==> src/rtl/snake_dir_ctrl_if.sv <==
// snake_dir_ctrl_if: key/tick inputs and heading/pulse outputs
// of the snake direction controller.
interface snake_dir_ctrl_if #(
  parameter int CW = 2
);
  logic          key_valid;
  logic [7:0]    key_code;
  logic          move_tick;
  logic          init;
  logic [1:0]    dir;
  logic [CW-1:0] turn_count;
  logic          start_pulse;
  logic          pause_pulse;
  logic          drop_pulse;

  modport master (
    output key_valid, key_code, move_tick, init,
    input  dir, turn_count,
    input  start_pulse, pause_pulse, drop_pulse
  );

  modport slave (
    input  key_valid, key_code, move_tick, init,
    output dir, turn_count,
    output start_pulse, pause_pulse, drop_pulse
  );
endinterface

==> src/rtl/snake_dir_ctrl.sv <==
// snake_dir_ctrl: PS/2 scan codes to snake heading with a
// reversal-safe turn queue, plus start/pause pulses.
module snake_dir_ctrl #(
  parameter int DEPTH = 2,
  parameter int CW    = 2
) (
  input logic             clk,
  input logic             rst_n,
  snake_dir_ctrl_if.slave bus
);

  localparam int AW = (DEPTH > 1) ? $clog2(DEPTH) : 1;

  typedef enum logic [1:0] {
    S_IDLE,
    S_EXT,
    S_BRK,
    S_EBRK
  } st_t;

  st_t r_st;
  st_t w_st_nx;
  logic w_act;

  logic       w_arrow;
  logic [1:0] w_d;
  logic       w_start;
  logic       w_pause;

  logic [1:0]    r_q [DEPTH];
  logic [AW-1:0] r_wp;
  logic [AW-1:0] r_rp;
  logic [CW-1:0] r_cnt;
  logic [1:0]    r_tail;
  logic [1:0]    r_dir;
  logic          r_start;
  logic          r_pause;
  logic          r_drop;

  logic w_full;
  logic w_pop;
  logic w_push;
  logic w_drop;

  always_ff @(posedge clk or negedge rst_n) begin
    if (!rst_n) begin
      r_st <= S_IDLE;
    end else if (bus.init) begin
      r_st <= S_IDLE;
    end else begin
      r_st <= w_st_nx;
    end
  end

  always_comb begin
    w_st_nx = r_st;
    w_act   = 1'b0;
    if (bus.key_valid) begin
      unique case (r_st)
        S_IDLE: begin
          if (bus.key_code == 8'hE0) begin
            w_st_nx = S_EXT;
          end else if (bus.key_code == 8'hF0) begin
            w_st_nx = S_BRK;
          end else begin
            w_act = 1'b1;
          end
        end
        S_EXT: begin
          if (bus.key_code == 8'hF0) begin
            w_st_nx = S_EBRK;
          end else begin
            w_act   = 1'b1;
            w_st_nx = S_IDLE;
          end
        end
        S_BRK:   w_st_nx = S_IDLE;
        S_EBRK:  w_st_nx = S_IDLE;
        default: w_st_nx = S_IDLE;
      endcase
    end
  end

  always_comb begin
    w_arrow = 1'b0;
    w_d     = 2'b00;
    w_start = 1'b0;
    w_pause = 1'b0;
    if (w_act) begin
      unique case (1'b1)
        (bus.key_code == 8'h74): begin
          w_arrow = 1'b1;
          w_d     = 2'b00;
        end
        (bus.key_code == 8'h6B): begin
          w_arrow = 1'b1;
          w_d     = 2'b01;
        end
        (bus.key_code == 8'h72): begin
          w_arrow = 1'b1;
          w_d     = 2'b10;
        end
        (bus.key_code == 8'h75): begin
          w_arrow = 1'b1;
          w_d     = 2'b11;
        end
        (bus.key_code == 8'h5A): w_start = 1'b1;
        (bus.key_code == 8'h29): w_pause = 1'b1;
        default: ;
      endcase
    end
  end

  // Checking against tail_dir lets a chain like right->up->left queue.
  assign w_full = (r_cnt == CW'(DEPTH));
  assign w_pop  = bus.move_tick && (r_cnt != '0);
  assign w_push = w_arrow
               && (w_d != r_tail)
               && (w_d != (r_tail ^ 2'b01))
               && (!w_full || w_pop);
  assign w_drop = w_arrow && !w_push;

  always_ff @(posedge clk or negedge rst_n) begin
    if (!rst_n) begin
      for (int i = 0; i < DEPTH; i++) r_q[i] <= 2'b00;
      r_wp    <= '0;
      r_rp    <= '0;
      r_cnt   <= '0;
      r_tail  <= 2'b00;
      r_dir   <= 2'b00;
      r_start <= 1'b0;
      r_pause <= 1'b0;
      r_drop  <= 1'b0;
    end else if (bus.init) begin
      r_wp    <= '0;
      r_rp    <= '0;
      r_cnt   <= '0;
      r_tail  <= 2'b00;
      r_dir   <= 2'b00;
      r_start <= 1'b0;
      r_pause <= 1'b0;
      r_drop  <= 1'b0;
    end else begin
      r_start <= w_start;
      r_pause <= w_pause;
      r_drop  <= w_drop;
      if (w_push) begin
        r_q[r_wp] <= w_d;
        r_wp      <= r_wp + AW'(1);
        r_tail    <= w_d;
      end
      if (w_pop) begin
        r_dir <= r_q[r_rp];
        r_rp  <= r_rp + AW'(1);
      end
      if (w_push && !w_pop) begin
        r_cnt <= r_cnt + CW'(1);
      end else if (w_pop && !w_push) begin
        r_cnt <= r_cnt - CW'(1);
      end
    end
  end

  assign bus.dir         = r_dir;
  assign bus.turn_count  = r_cnt;
  assign bus.start_pulse = r_start;
  assign bus.pause_pulse = r_pause;
  assign bus.drop_pulse  = r_drop;

endmodule

==> src/flat_wrapper.sv <==
// flat-port wrapper written by rule: the top's interface ports become plain ports
module snake_dir_ctrl_flat 
#(
  parameter int DEPTH = 2,
  parameter int CW    = 2
)
  (clk, rst_n, bus_key_valid, bus_key_code, bus_move_tick, bus_init, bus_dir, bus_turn_count, bus_start_pulse, bus_pause_pulse, bus_drop_pulse);
  snake_dir_ctrl_if #(.CW(CW)) bus_i ();
  input logic clk;
  input logic rst_n;
  input wire logic [$bits(bus_i.key_valid)-1:0] bus_key_valid;
  input wire logic [$bits(bus_i.key_code)-1:0] bus_key_code;
  input wire logic [$bits(bus_i.move_tick)-1:0] bus_move_tick;
  input wire logic [$bits(bus_i.init)-1:0] bus_init;
  output wire logic [$bits(bus_i.dir)-1:0] bus_dir;
  output wire logic [$bits(bus_i.turn_count)-1:0] bus_turn_count;
  output wire logic [$bits(bus_i.start_pulse)-1:0] bus_start_pulse;
  output wire logic [$bits(bus_i.pause_pulse)-1:0] bus_pause_pulse;
  output wire logic [$bits(bus_i.drop_pulse)-1:0] bus_drop_pulse;
  assign bus_i.key_valid = bus_key_valid;
  assign bus_i.key_code = bus_key_code;
  assign bus_i.move_tick = bus_move_tick;
  assign bus_i.init = bus_init;
  assign bus_dir = bus_i.dir;
  assign bus_turn_count = bus_i.turn_count;
  assign bus_start_pulse = bus_i.start_pulse;
  assign bus_pause_pulse = bus_i.pause_pulse;
  assign bus_drop_pulse = bus_i.drop_pulse;
  snake_dir_ctrl #(.DEPTH(DEPTH), .CW(CW)) u_core (.clk(clk), .rst_n(rst_n), .bus(bus_i));
endmodule
==> config.mk <==
export PLATFORM = sky130hd
export DESIGN_NAME = snake_dir_ctrl_flat
export DESIGN_NICKNAME = d
export VERILOG_FILES = /design/src/rtl/snake_dir_ctrl_if.sv /design/src/rtl/snake_dir_ctrl.sv /design/src/flat_wrapper.sv
export SDC_FILE = /design/constraint.sdc
export NUM_CORES = 1
export LEC_CHECK = 0
export ABC_AREA = 1
export BUFFER_PORTS_ARGS = -buffer_cell sky130_fd_sc_hd__buf_2
export CAP_MARGIN = 20
export CORE_MARGIN = 5
export CORE_UTILIZATION = 49
export CTS_BUF_LIST = sky130_fd_sc_hd__clkbuf_16
export DETAILED_ROUTE_END_ITERATION = 6
export PLACE_DENSITY = 0.75
export SLEW_MARGIN = 20
export SYNTH_ARGS = -nofsm -noshare
export SYNTH_HDL_FRONTEND = slang
export SYNTH_SLANG_ARGS = --single-unit
export TNS_END_PERCENT = 5
==> constraint.sdc <==
create_clock -name clk -period 1.5 [get_ports clk]
set_input_delay 0.3 -clock clk [delete_from_list [all_inputs] [get_ports clk]]
set_output_delay 0.3 -clock clk [all_outputs]
set_load 0.02 [all_outputs]
==> run metrics <==
status=complete, but fails checks; failing checks=negative setup slack; Max-Cap Viols=0; DRT antenna net count=0; Iter 0 DRT Violations=50; CP bufs+invs=3; Critical Setup Path Class=reg -> reg; combined area of all synthesized cells=between 1000 and 1500 um2; starting density of the core=a little over 50%; mean post-synth cell area=7.09 um2; pin count of the biggest net entering global routing=17; total of fill cells in the finished design=174; latest clock arrival within the worst-skew pair=approximately 240 ps; width of the die=between 50 and 60 um; total internal power=around 0.00093 W; dpl cells=around 220; detail-routed via count per cell=about 5; final number of setup-violating endpoints=6; count of synthesis-stage warnings from yosys=0; number of iterations in the first detailed-routing pass=4; clock buffer depth=2; part of the total power dissipated in sequential elements=between 30% and 40%; fraction of synthesized cell area taken by the top area cell type=roughly a third; power per standard cell area=approximately 850 nW/um2; largest area contributor in the netlist=dfrtp_1; clock buffer count from CTS=3; Hold Violations, Final=0; switching power share of the total=slightly below 30%; Synth area leaders=dfrtp_1, nand2_1, inv_1, nor2_1, nand3_1; clock tree from TritonCTS=done; worst slew margin relative to its limit=around 76%; delay-heaviest family, CP=simple AND/OR/NAND/NOR gates; half-perimeter wire length after placement=2.01 mm; largest vdd supply drop=636 uV; final worst-path setup slack=-44.2 ps; count of cell types in the netlist=27; startpoint kind of the worst setup timing path=flop; floorplan die height=58.4 um; Slew Viols, Final=0; Congestion Overflow GR=0; via count=~1.1k; clock input transition at the sequential cells of the worst setup and hold paths=about 50 ps; fin crit share=103%; post-synthesis sequential element count=16; Critical path origin=u_core.r_st[0]$_DFFE_PN0P_; nature of the critical path endpoint=flop; part of the power in combinational logic=between 20% and 30%; time the worst path needs with I/O delays and setup=approximately 1500 ps; Syn Inst Count=about 160; Hold WC Path Type=in -> reg; unrepaired setup endpoints after global routing=true; detailed-route wire length=between 2 and 3 mm; CTS Root Buffer Type=clkbuf_16; H-tree Lvls=1; Area growth, synth to finish=35.5%; CTS sink cnt=16; part of the power in the clock network=between 30% and 40%; final weighted congestion of routability-driven global placement=around 0.82; standard cell with the maximum stage delay on the critical path=dfrtp_1; list of cells traversed by the critical path=inv_1, nor2_2, inv_2, nand2_8, nand2_2, nor3_4, nand3_2, inv_2, nand2_1, nand2_1, nand2_1; syn_nets=approximately 180; fraction of layout instances using a drive strength above 1=37.7%; final layout net count=between 200 and 250; IO Count=20; overall track demand over capacity in global routing=about 18%; Worst EP arrival=roughly 1700 ps; diode count=0; required time at the worst-slack endpoint=approximately 1600 ps; achievable clock frequency=between 600 and 700 MHz; sw power=0.000392 W; final core utilization=69.7%; number of global-route vias before repair=1071; largest stage delay on the critical path=between 400 and 500 ps; Core Region=around 2200 um2; initial antenna violation count=0; proportion of synthesized chip area in sequential cells=between 30% and 40%; most frequent cell on the critical path=nand2_1; wire per inst=~12 um; post-detailed-route DRC marker count=0; transition time of the tightest slew-check pin=~360 ps; leak pwr=roughly 0.86 nW; die area=3410 um2; placement-stage worst setup slack=-249 ps; placement row count=17; hold path startpoint=bus_init; number of buffers inserted by port buffering=19; worst reg2reg startpoint=u_core.r_st[0]$_DFFE_PN0P_; Setup Skew=between 2 and 3 ps; Setup TNS=-203 ps; maximum fanout along the worst path=6; post-route non-filler standard cell count=approximately 230; first-pass GRT wire length=approximately 4.7 mm
layer usage:
layer	vias to the layer above	GRT usage, %	share of wire, %
li1	588	-	-
met1	540	23.1	44
met2	17	30.9	52
met3	0	2.85	3.5
met4	0	3.97	0
met5	-	0	0
sequential cells by signal (all words and copies together) (netlist names):
signal	count
u_core.bus.dir	2
u_core.bus.drop_pulse	1
u_core.bus.pause_pulse	1
u_core.bus.start_pulse	1
u_core.bus.turn_count	2
u_core.r_q	4
u_core.r_rp	1
u_core.r_st	2
u_core.r_tail	1
u_core.r_wp	1
power groups by stage:
| stage | combinational (W) | clock, W | sequential (W) |
|---|---|---|---|
| final | 0.000308 | 0.000522 | 0.000488 |
| after global routing | 0.000349 | 0.000544 | 0.000491 |
| after CTS | 0.000299 | 0.000525 | 0.000487 |
| after detailed placement | 0.000288 | 0 | 0.000493 |
| after global placement | 0.000278 | 0 | 0.000492 |
| after floorplan | 0.000156 | 0 | 0.000512 |
through the flow:
stage	area [um2]	hold WS (ps)	power, W
after CTS	1510	320	0.00131
after global placement	1370	233	0.000770
after detailed placement	1370	232	0.000781
final	1560	321	0.00132
after global routing	1560	333	0.00138
after floorplan	1150	4.41	0.000669
cells in the mapped netlist:
library cell	n
nand3_2	1
nor2_2	4
inv_2	5
nand3_4	1
o21ai_0	4
dfrtp_1	16
nor3b_1	1
nand2_2	7
inv_1	21
nor4_1	2
nor2_4	1
or4_1	1
nand2_4	3
mux2i_1	2
nor3_1	1
nor3_2	1
nand4_2	1
a21oi_1	3
nand2_1	52
a211oi_1	1
nand3_1	11
a32oi_1	1
nor2_8	2
o21ai_1	1
nor2_1	17
nand2_8	1
clkbuf_1	1
placed cells by master (no fill, tap or decap), types with 5 or more instances in the layout:
master	n
nand2_1	49
inv_1	20
buf_2	19
buf_4	19
dfrtp_1	15
nor2_1	14
nand3_1	10
nand2_2	9
inv_2	5
logic make-up (layout without fill, tap and decap cells):
| logic type | Yosys count | in the layout | share of synthesized area, % |
|---|---|---|---|
| compound gates | 10 | 10 | 4.90 |
| mux | 2 | 2 | 1.74 |
| simple gates | 107 | 107 | 49.7 |
| buf+inv | 27 | 69 | 8.82 |
| flops | 16 | 16 | 34.9 |
layout make-up:
| class | instances | area (um2) | area share (%) |
|---|---|---|---|
| sequential | 16 | 402 | 25.8 |
| multi-input combinational | 119 | 693 | 44.5 |
| timing repair buffer | 39 | 248 | 15.9 |
| clock inverter | 1 | 3.75 | 0.241 |
| inverter | 26 | 100 | 6.43 |
| clock buffer | 3 | 75.1 | 4.82 |
| tap | 28 | 35.0 | 2.25 |
path summary, 6_finish.rpt:
kind | cells after the start | slack (ps) | to
min reg2reg | 2 | 500 | u_core.r_q[2]$_DFFE_PN0P_
max reg2reg | 11 | -40 | u_core.r_q[3]$_DFFE_PN0P_
max in group asynchronous | 2 | 730 | u_core.r_st[1]$_DFFE_PN0P_
min in group asynchronous | 2 | 490 | u_core.r_st[0]$_DFFE_PN0P_
max | 11 | -40 | u_core.r_q[3]$_DFFE_PN0P_
min | 2 | 320 | u_core.bus.drop_pulse$_DFF_PN0_
repair_timing:
| action | in CTS | in global routing |
|---|---|---|
| setup endpoints to repair | 7 | 9 |
| gates resized for setup | 6 | 9 |
| endpoints found under the hold margin | 16 | 0 |
| pin swaps | 5 | 5 |
| buffers inserted | 3 | 3 |
| hold buffers | 1 | 0 |
No activity file was read; power rests on OpenSTA's default activity.
